`config.mk`:
```
export PLATFORM = sky130hd
export DESIGN_NAME = link_arbiter_tx
export DESIGN_NICKNAME = d
export VERILOG_FILES = /design/src/rtl/link_pkg.sv /design/src/rtl/rr_arbiter.sv /design/src/rtl/link_arbiter_tx.sv
export SDC_FILE = /design/constraint.sdc
export NUM_CORES = 1
export LEC_CHECK = 0
export ABC_AREA = 1
export BUFFER_PORTS_ARGS = -buffer_cell sky130_fd_sc_hd__buf_4
export CORE_MARGIN = 3
export CORE_UTILIZATION = 40
export DETAILED_ROUTE_END_ITERATION = 10
export HOLD_SLACK_MARGIN = 0.08
export SLEW_MARGIN = 20
export SYNTH_ARGS = -nofsm -noshare
export SYNTH_HDL_FRONTEND = slang
export SYNTH_SLANG_ARGS = --single-unit
```
`constraint.sdc`:
```
create_clock -name clk -period 2.85 [get_ports clk]
set_input_delay 0.57 -clock clk [delete_from_list [all_inputs] [get_ports clk]]
set_output_delay 0.57 -clock clk [all_outputs]
set_load 0.05 [all_outputs]
```
`src/rtl/link_pkg.sv`:
```
// rtl/link_pkg.sv - shared types and constants for the dual-rail link transmitter
package link_pkg;

    typedef enum logic {ENC_TP, ENC_FP} enc_t;
    typedef enum logic [1:0] {IDLE, DATA, RTZ} state_t;

    localparam int RAIL_NUM = 2;
    localparam logic [RAIL_NUM-1:0] SPACER = '0;

    // Four-phase level for bit v; also the two-phase toggle mask for v.
    function automatic logic [RAIL_NUM-1:0] rail_code(input logic v);
        return {v, ~v};
    endfunction

endpackage

```
`src/rtl/rr_arbiter.sv`:
```
// rtl/rr_arbiter.sv - round-robin arbiter, search starts at ptr_i
module rr_arbiter #(
    parameter int NREQ = 4,
    parameter int IDW  = $clog2(NREQ)
) (
    input  logic [NREQ-1:0] req_i,
    input  logic [IDW-1:0]  ptr_i,
    output logic [NREQ-1:0] grant_o,
    output logic [IDW-1:0]  grant_idx_o,
    output logic            grant_vld_o
);

    always_comb begin
        logic [IDW-1:0] j;
        j           = '0;
        grant_o     = '0;
        grant_idx_o = '0;
        grant_vld_o = 1'b0;
        for (int k = 0; k < NREQ; k++) begin
            j = IDW'((int'(ptr_i) + k) % NREQ);
            if (!grant_vld_o && req_i[j]) begin
                grant_vld_o = 1'b1;
                grant_o[j]  = 1'b1;
                grant_idx_o = j;
            end
        end
    end

endmodule

```
`src/rtl/link_arbiter_tx.sv`:
```
// rtl/link_arbiter_tx.sv - arbitrates NREQ requesters onto one dual-rail async link
module link_arbiter_tx
    import link_pkg::*;
#(
    parameter string ENC     = "TP",
    parameter int    WIDTH   = 8,
    parameter int    NREQ    = 4,
    parameter int    TIMEOUT = 1024,
    localparam int   IDW     = $clog2(NREQ)
) (
    input  logic                           clk,
    input  logic                           rst,
    input  logic [NREQ-1:0]                req_valid,
    input  logic [NREQ-1:0][WIDTH-1:0]     req_data,
    output logic [NREQ-1:0]                req_ready,
    output logic [WIDTH-1:0][RAIL_NUM-1:0] out,
    input  logic                           ack_i,
    output logic                           busy,
    output logic [IDW-1:0]                 grant_id,
    output logic                           timeout_err
);

    localparam enc_t ENC_MODE = (ENC == "FP") ? ENC_FP : ENC_TP;
    localparam int   CNTW     = (TIMEOUT > 0) ? $clog2(TIMEOUT + 1) : 1;

    state_t                         state_q;
    logic [WIDTH-1:0][RAIL_NUM-1:0] out_q, code_d;
    logic [NREQ-1:0]                ready_q;
    logic                           busy_q, ack_exp_q, timeout_err_q;
    logic [IDW-1:0]                 grant_id_q, ptr_q, ptr_d;
    logic                           ack_meta_q, ack_s_q;
    logic [CNTW-1:0]                cnt_q;
    logic [NREQ-1:0]                win_grant;
    logic [IDW-1:0]                 win_idx;
    logic                           win_vld, waiting;
    logic [WIDTH-1:0]               win_word;

    rr_arbiter #(.NREQ(NREQ), .IDW(IDW)) u_rr (
        .req_i       (req_valid),
        .ptr_i       (ptr_q),
        .grant_o     (win_grant),
        .grant_idx_o (win_idx),
        .grant_vld_o (win_vld)
    );

    always_comb begin
        win_word = '0;
        for (int i = 0; i < NREQ; i++)
            if (win_grant[i]) win_word = win_word | req_data[i];
        code_d = out_q;
        for (int b = 0; b < WIDTH; b++) begin
            if (ENC_MODE == ENC_FP) code_d[b] = rail_code(win_word[b]);
            else                    code_d[b] = out_q[b] ^ rail_code(win_word[b]);
        end
    end

    assign ptr_d   = (win_idx == IDW'(NREQ - 1)) ? '0 : win_idx + IDW'(1);
    assign waiting = ((state_q == DATA) && (ack_s_q != ack_exp_q)) ||
                     ((state_q == RTZ) && ack_s_q);

    always_ff @(posedge clk or negedge rst) begin
        if (!rst) begin
            ack_meta_q <= 1'b0;
            ack_s_q    <= 1'b0;
        end else begin
            ack_meta_q <= ack_i;
            ack_s_q    <= ack_meta_q;
        end
    end

    // A non-waiting cycle is always a state transition, so clearing here restarts the count per wait.
    always_ff @(posedge clk or negedge rst) begin
        if (!rst) begin
            cnt_q         <= '0;
            timeout_err_q <= 1'b0;
        end else if (!waiting) begin
            cnt_q <= '0;
        end else if (TIMEOUT != 0) begin
            if (cnt_q != CNTW'(TIMEOUT))     cnt_q <= cnt_q + CNTW'(1);
            if (cnt_q == CNTW'(TIMEOUT - 1)) timeout_err_q <= 1'b1;
        end
    end

    // No grant in the req_ready cycle: that is the mandatory idle cycle between words.
    always_ff @(posedge clk or negedge rst) begin
        if (!rst) begin
            state_q    <= IDLE;
            out_q      <= '0;
            ready_q    <= '0;
            busy_q     <= 1'b0;
            grant_id_q <= '0;
            ptr_q      <= '0;
            ack_exp_q  <= 1'b1;
        end else begin
            ready_q <= '0;
            case (state_q)
                IDLE: if (win_vld && (ready_q == '0)) begin
                    out_q      <= code_d;
                    grant_id_q <= win_idx;
                    ptr_q      <= ptr_d;
                    busy_q     <= 1'b1;
                    state_q    <= DATA;
                end
                DATA: if (ack_s_q == ack_exp_q) begin
                    if (ENC_MODE == ENC_FP) begin
                        out_q   <= {WIDTH{SPACER}};
                        state_q <= RTZ;
                    end else begin
                        ack_exp_q           <= ~ack_exp_q;
                        ready_q[grant_id_q] <= 1'b1;
                        busy_q              <= 1'b0;
                        state_q             <= IDLE;
                    end
                end
                RTZ: if (!ack_s_q) begin
                    ready_q[grant_id_q] <= 1'b1;
                    busy_q              <= 1'b0;
                    state_q             <= IDLE;
                end
                default: state_q <= IDLE;
            endcase
        end
    end

    assign out         = out_q;
    assign req_ready   = ready_q;
    assign busy        = busy_q;
    assign grant_id    = grant_id_q;
    assign timeout_err = timeout_err_q;

endmodule

```
==> flow_summary.toml, run 1 <==
[worst_setup_path]
cp-startpoint = "ptr_q[1]$_DFFE_PN0P_"
worstPathArrival_ns = 2.44
worst_path_max_delay_cell = "dfrtp_1"
cp_common_cell = "nand2_1"
critPathTopFamily = "simple AND/OR/NAND/NOR gates"
crit_path_start_kind = "flip-flop"
reg2reg_from = "ptr_q[1]$_DFFE_PN0P_"
cp-end-kind = "flip-flop"
worst-path-buf-inv = 2
worstSetupPathType = "reg -> reg"
path_max_fanout = 8
required_ns = 3.05
crit_chain = "inv_1 > ha_1 > inv_1 > nand3_1 > nand2_1 > nor2_4 > a21oi_2 > nand3_2 > nand2_1 > nand2_2 > nor2_2 > nand2_1 > nand2_1 > nand2_1"
critPathMaxStageDelay_ns = 0.38

[placed_design]
port_buffers = 62
routabilityCongestion = 0.794
hpwl_um = 4610

[global_routing]
grt_pass1_wl_um = 10400
grt_overflow = 0
grt_pass1_vias = 2380
grt_use_total = 0.174
grt_max_degree = 41
antenna_found_initial = 0

[sta]
setup_tns_ns = 0
hold_ws_ns = 0.242
setup_violations = 0
worstMarginPinSlew_ns = 0.523
post-route-period-util = 0.786
maxSlewHeadroom = 0.650
hold_viol = 0
fmax_ghz = 0.447
finClkSkew_ns = 0.00345
rsz0062_at_grt = "no"
slew_viol_final = 0
fin_crit_ns = 2.24

[clocking]
clkSinkCount = 40
cts_buffers = 5
tritoncts = "done"
htree_levels = 2
clkLatencyLatePin_ns = 0.30
cts_hold_buf = 0
postCtsResizedCells = 0
clockBufferDepth = 2
cts_root_buffer = "clkbuf_8"
clk_pin_slew_ns = 0.09
post_cts_buffers = 0

[route]
wl_per_cell_um = 12.0
drtAntennaViolNets = 0
via_per_inst = 4.79
drt_iter0_drc = 81
wl_um = 6000
drt-pass1-iter-count = 4
vias = 2390
drc = 0

[die]
die_x_um = 87.2
io_pins = 63
initial_utilization = 0.428
core_area_um2 = 6170
fp-row-count = 28
fp.dieH_um = 87.2
dieArea_um2 = 7610

[synth]
synth_top_area_cell = "dfrtp_1"
avgSynthCellArea_um2 = 7.44
synthTopCellsByArea = "dfrtp_1 (37%), nand2_1 (16%), inv_1 (6.3%)"
synth-seq-area-share = 0.380
ys_warn_count = 0
syn-num-nets = 404
synth_area_um2 = 2640
ys_ff_latch = 40
synth_top_area_frac = 0.370
synthCells = 355
synth.distinct_cells = 34

[status]
outcome = "finished, final reports clean"

[job]
drv_cap = 0

[finish]
n_antenna_cell = 0
fin_nets = 472
final_common_cell = "nand2_1"
area_delta_synth_final_pct = 24.8
final_cell_mix = "nand2_1 (115), buf_4 (64), inv_1 (44), dfrtp_1 (39), nand2_2 (20)"
drive_gt1_frac = 0.285

[hold_path]
hp-class = "in -> async"
-- cells by family after synthesis --
family          after synthesis  share of synthesized area
compound gates               32                     0.0735
xor+xnor                      3                    0.00995
fa+ha+maj                    10                     0.0474
buf+inv                      50                     0.0806
flops                        40                      0.380
simple gates                220                      0.409
-- worst paths after layout --
check,end,slack [ns],cells past startpoint
min in group clk,ack_s_q$_DFF_PN0_,0.36,0
hold reg to reg,ack_s_q$_DFF_PN0_,0.36,0
max in group asynchronous,ack_exp_q$_DFFE_PN1P_,2.24,1
setup reg to reg,out[12]$_DFFE_PN0P_,0.61,14
hold / removal,async pin,0.24,1
setup / recovery,out[12]$_DFFE_PN0P_,0.61,14
-- per-stage QoR --
step | area [um^2] | util | instances | setup slack (ns)
floorplan | 2640 | - | 355 | 0.753
global placement | 3180 | 0.516 | 491 | 0.639
detailed placement | 3180 | 0.516 | 491 | 0.613
CTS | 3300 | 0.534 | 499 | 0.596
global route | 3300 | 0.534 | 499 | 0.354
finish | 3300 | 0.534 | 499 | 0.611
-- worst reg2reg max path: stages (launching register included) --
cell	delay, ns
dfrtp_1	0.38
inv_1	0.20
ha_1	0.33
inv_1	0.11
nand3_1	0.08
nand2_1	0.10
nor2_4	0.07
a21oi_2	0.14
nand3_2	0.21
nand2_1	0.14
nand2_2	0.08
nor2_2	0.13
nand2_1	0.06
nand2_1	0.06
nand2_1	0.04
-- synth_stat cells --
cell,instances
buf_6,3
nor2_1,18
inv_1,44
nand2_1,115
nor4_1,1
a31o_2,1
inv_2,2
a21boi_2,2
inv_4,1
a21oi_1,6
nor2_4,1
xnor2_1,1
nand2_4,2
nand4_1,7
nand3_1,19
a21oi_2,2
dfrtp_1,39
nand3b_1,8
ha_1,10
o21bai_1,1
nor3b_1,1
a21boi_0,2
or2_2,1
nor2_2,8
dfstp_2,1
nor2_8,1
o211ai_1,1
o21ai_0,8
xor2_1,2
nand3_2,6
nand3_4,1
nor3_1,11
nand2_2,20
o21ai_1,9
-- flip-flops by register name, indices dropped and copies added, names as in the netlist, named ones only --
name / cells
ack_meta_q: 1
cnt_q: 11
grant_id: 2
ptr_q: 1
timeout_err: 1
ack_exp_q: 1
ack_s_q: 1
busy: 1
req_ready: 4
out: 16
-- per-layer routing --
metal	wire length (um)	part of all wire	vias to the layer above	track usage
li1	-	-	1263	-
met1	2790	0.47	1061	0.217
met2	2730	0.46	56	0.288
met3	368	0.061	10	0.0407
met4	106	0.018	0	0.0725
met5	0	0	-	0
-- layout make-up --
| cell class | instances | area [um^2] |
|---|---|---|
| multi-input cells | 265 | 1430 |
| clock buffers | 5 | 68.8 |
| repair buffers | 64 | 480 |
| clock inverters | 3 | 46.3 |
| fillers | 598 | 2870 |
| well taps | 75 | 93.8 |
| flip-flops and latches | 40 | 1000 |
| inverters | 47 | 179 |
Power of run 1 is not shown: default switching activity piles up to over one toggle a cycle in this logic, so the estimate is an artifact.
==> run 2: changes to the inputs <==
==> constraint.sdc (replaced) <==
create_clock -name clk -period 2.25 [get_ports clk]
set_input_delay 0.45 -clock clk [delete_from_list [all_inputs] [get_ports clk]]
set_output_delay 0.45 -clock clk [all_outputs]
set_load 0.05 [all_outputs]
==> run 2 against run 1 <==
Effect of this change:
- final area up 1.5%
- die area unchanged
- clock skew up 0.00093 ns
- largest cell class unchanged
- fmax up 12%
- highest routed layer unchanged
==> flow_summary.toml, run 2 (synthesis results as in run 1) <==
[sta]
hold_ws_ns = 0.122
hold_viol = 0
fin_crit_ns = 2.00
post-route-period-util = 0.888
rsz0062_at_grt = "no"
setup_violations = 0
worstMarginPinSlew_ns = 0.506
setup_tns_ns = 0
slew_viol_final = 0
fmax_ghz = 0.500
finClkSkew_ns = 0.00437
maxSlewHeadroom = 0.663

[global_routing]
grt_overflow = 0
grt_pass1_wl_um = 10400
antenna_found_initial = 0
grt_pass1_vias = 2269
grt_use_total = 0.173
grt_max_degree = 41

[worst_setup_path]
path_max_fanout = 9
critPathTopFamily = "simple AND/OR/NAND/NOR gates"
worst_path_max_delay_cell = "dfrtp_1"
r2r_cells = 15
rrSetupSlack_ns = 0.25
crit_chain = "inv_2 > buf_4 > nand2_2 > nand2_1 > nand2_1 > nand2_4 > inv_1 > nand3_1 > nand3_4 > nand2_1 > nand2_2 > nor2_2 > nand2_1 > nand2_1 > nand2_1"
cp_common_cell = "nand2_1"
worst-path-buf-inv = 3
cp-end-kind = "flip-flop"
critPathMaxStageDelay_ns = 0.40
worstPathArrival_ns = 2.19
required_ns = 2.44
crit_path_start_kind = "flip-flop"
r2r-end = "out[0]$_DFFE_PN0P_"
worstSetupPathType = "reg -> reg"

[die]
fp.dieH_um = 87.2
core_area_um2 = 6170
dieArea_um2 = 7610
die_x_um = 87.2
initial_utilization = 0.428
fp-row-count = 28
io_pins = 63

[route]
via_per_inst = 4.77
vias = 2396
wl_per_cell_um = 11.8
drt_iter0_drc = 109
drtAntennaViolNets = 0
wl_um = 5950
drt-pass1-iter-count = 4
drc = 0

[job]
drv_cap = 0

[finish]
final_cell_mix = "nand2_1 (115), buf_4 (67), inv_1 (44), dfrtp_1 (39)"
final_util = 0.542
fin_nets = 475
final_common_cell = "nand2_1"
drive_gt1_frac = 0.290
fill_cells = 572
largest_register_ffs = 16
n_antenna_cell = 0
area_delta_synth_final_pct = 26.7
post-route-cell-area_um2 = 3340

[clocking]
clkLatencyLatePin_ns = 0.30
cts_root_buffer = "clkbuf_8"
clk_pin_slew_ns = 0.08
tritoncts = "done"
post_cts_buffers = 0
clockBufferDepth = 2
htree_levels = 2
clkSinkCount = 40
cts_buffers = 5

[placed_design]
hpwl_um = 4540
placed_area_um2 = 3200
port_buffers = 62
routabilityCongestion = 0.857

[hold_path]
hp-class = "in -> async"

[status]
outcome = "finished, final reports clean"
[run 2: per-stage QoR]
stage	instances	worst slack, ns
floorplan	355	0.153
global placement	494	0.180
detailed placement	494	0.141
CTS	502	0.127
global route	502	0.0103
finish	502	0.251
[run 2: cell type report]
type	instances	area, um^2	share of cell area
Clock buffer	7	86.3	0.0258
Clock inverter	1	7.51	0.00224
Multi-Input combinational cell	265	1470	0.440
Inverter	47	179	0.0535
Timing Repair Buffer	67	503	0.150
Sequential cell	40	1000	0.300
Tap cell	75	93.8	0.0281
[run 2: how the worst max path moves through the flow]
stage                     endpoint  cells after the start      start
5_1_grt        out[12]$_DFFE_PN0P_                     15  flip-flop
3_3_place_gp    out[2]$_DFFE_PN0P_                     14  flip-flop
4_1_cts         out[0]$_DFFE_PN0P_                     14  flip-flop
2_1_floorplan   out[6]$_DFFE_PN0P_                     14  flip-flop
3_5_place_dp   out[14]$_DFFE_PN0P_                     14  flip-flop
6_report        out[0]$_DFFE_PN0P_                     15  flip-flop
[run 2: layer usage]
metal | track usage | up-vias | part of all wire
met5 | 0 | - | 0
met4 | 0.0544 | 0 | 0.013
met3 | 0.0511 | 7 | 0.071
met2 | 0.258 | 63 | 0.43
met1 | 0.240 | 1059 | 0.49
li1 | - | 1267 | -
[run 2: timing repair]
action / in CTS / in global routing
resized for setup: 0 / 6
hold buffers: 0 / 0
setup endpoints to repair: 0 / 17
Power of run 2 is left out for the same reason.
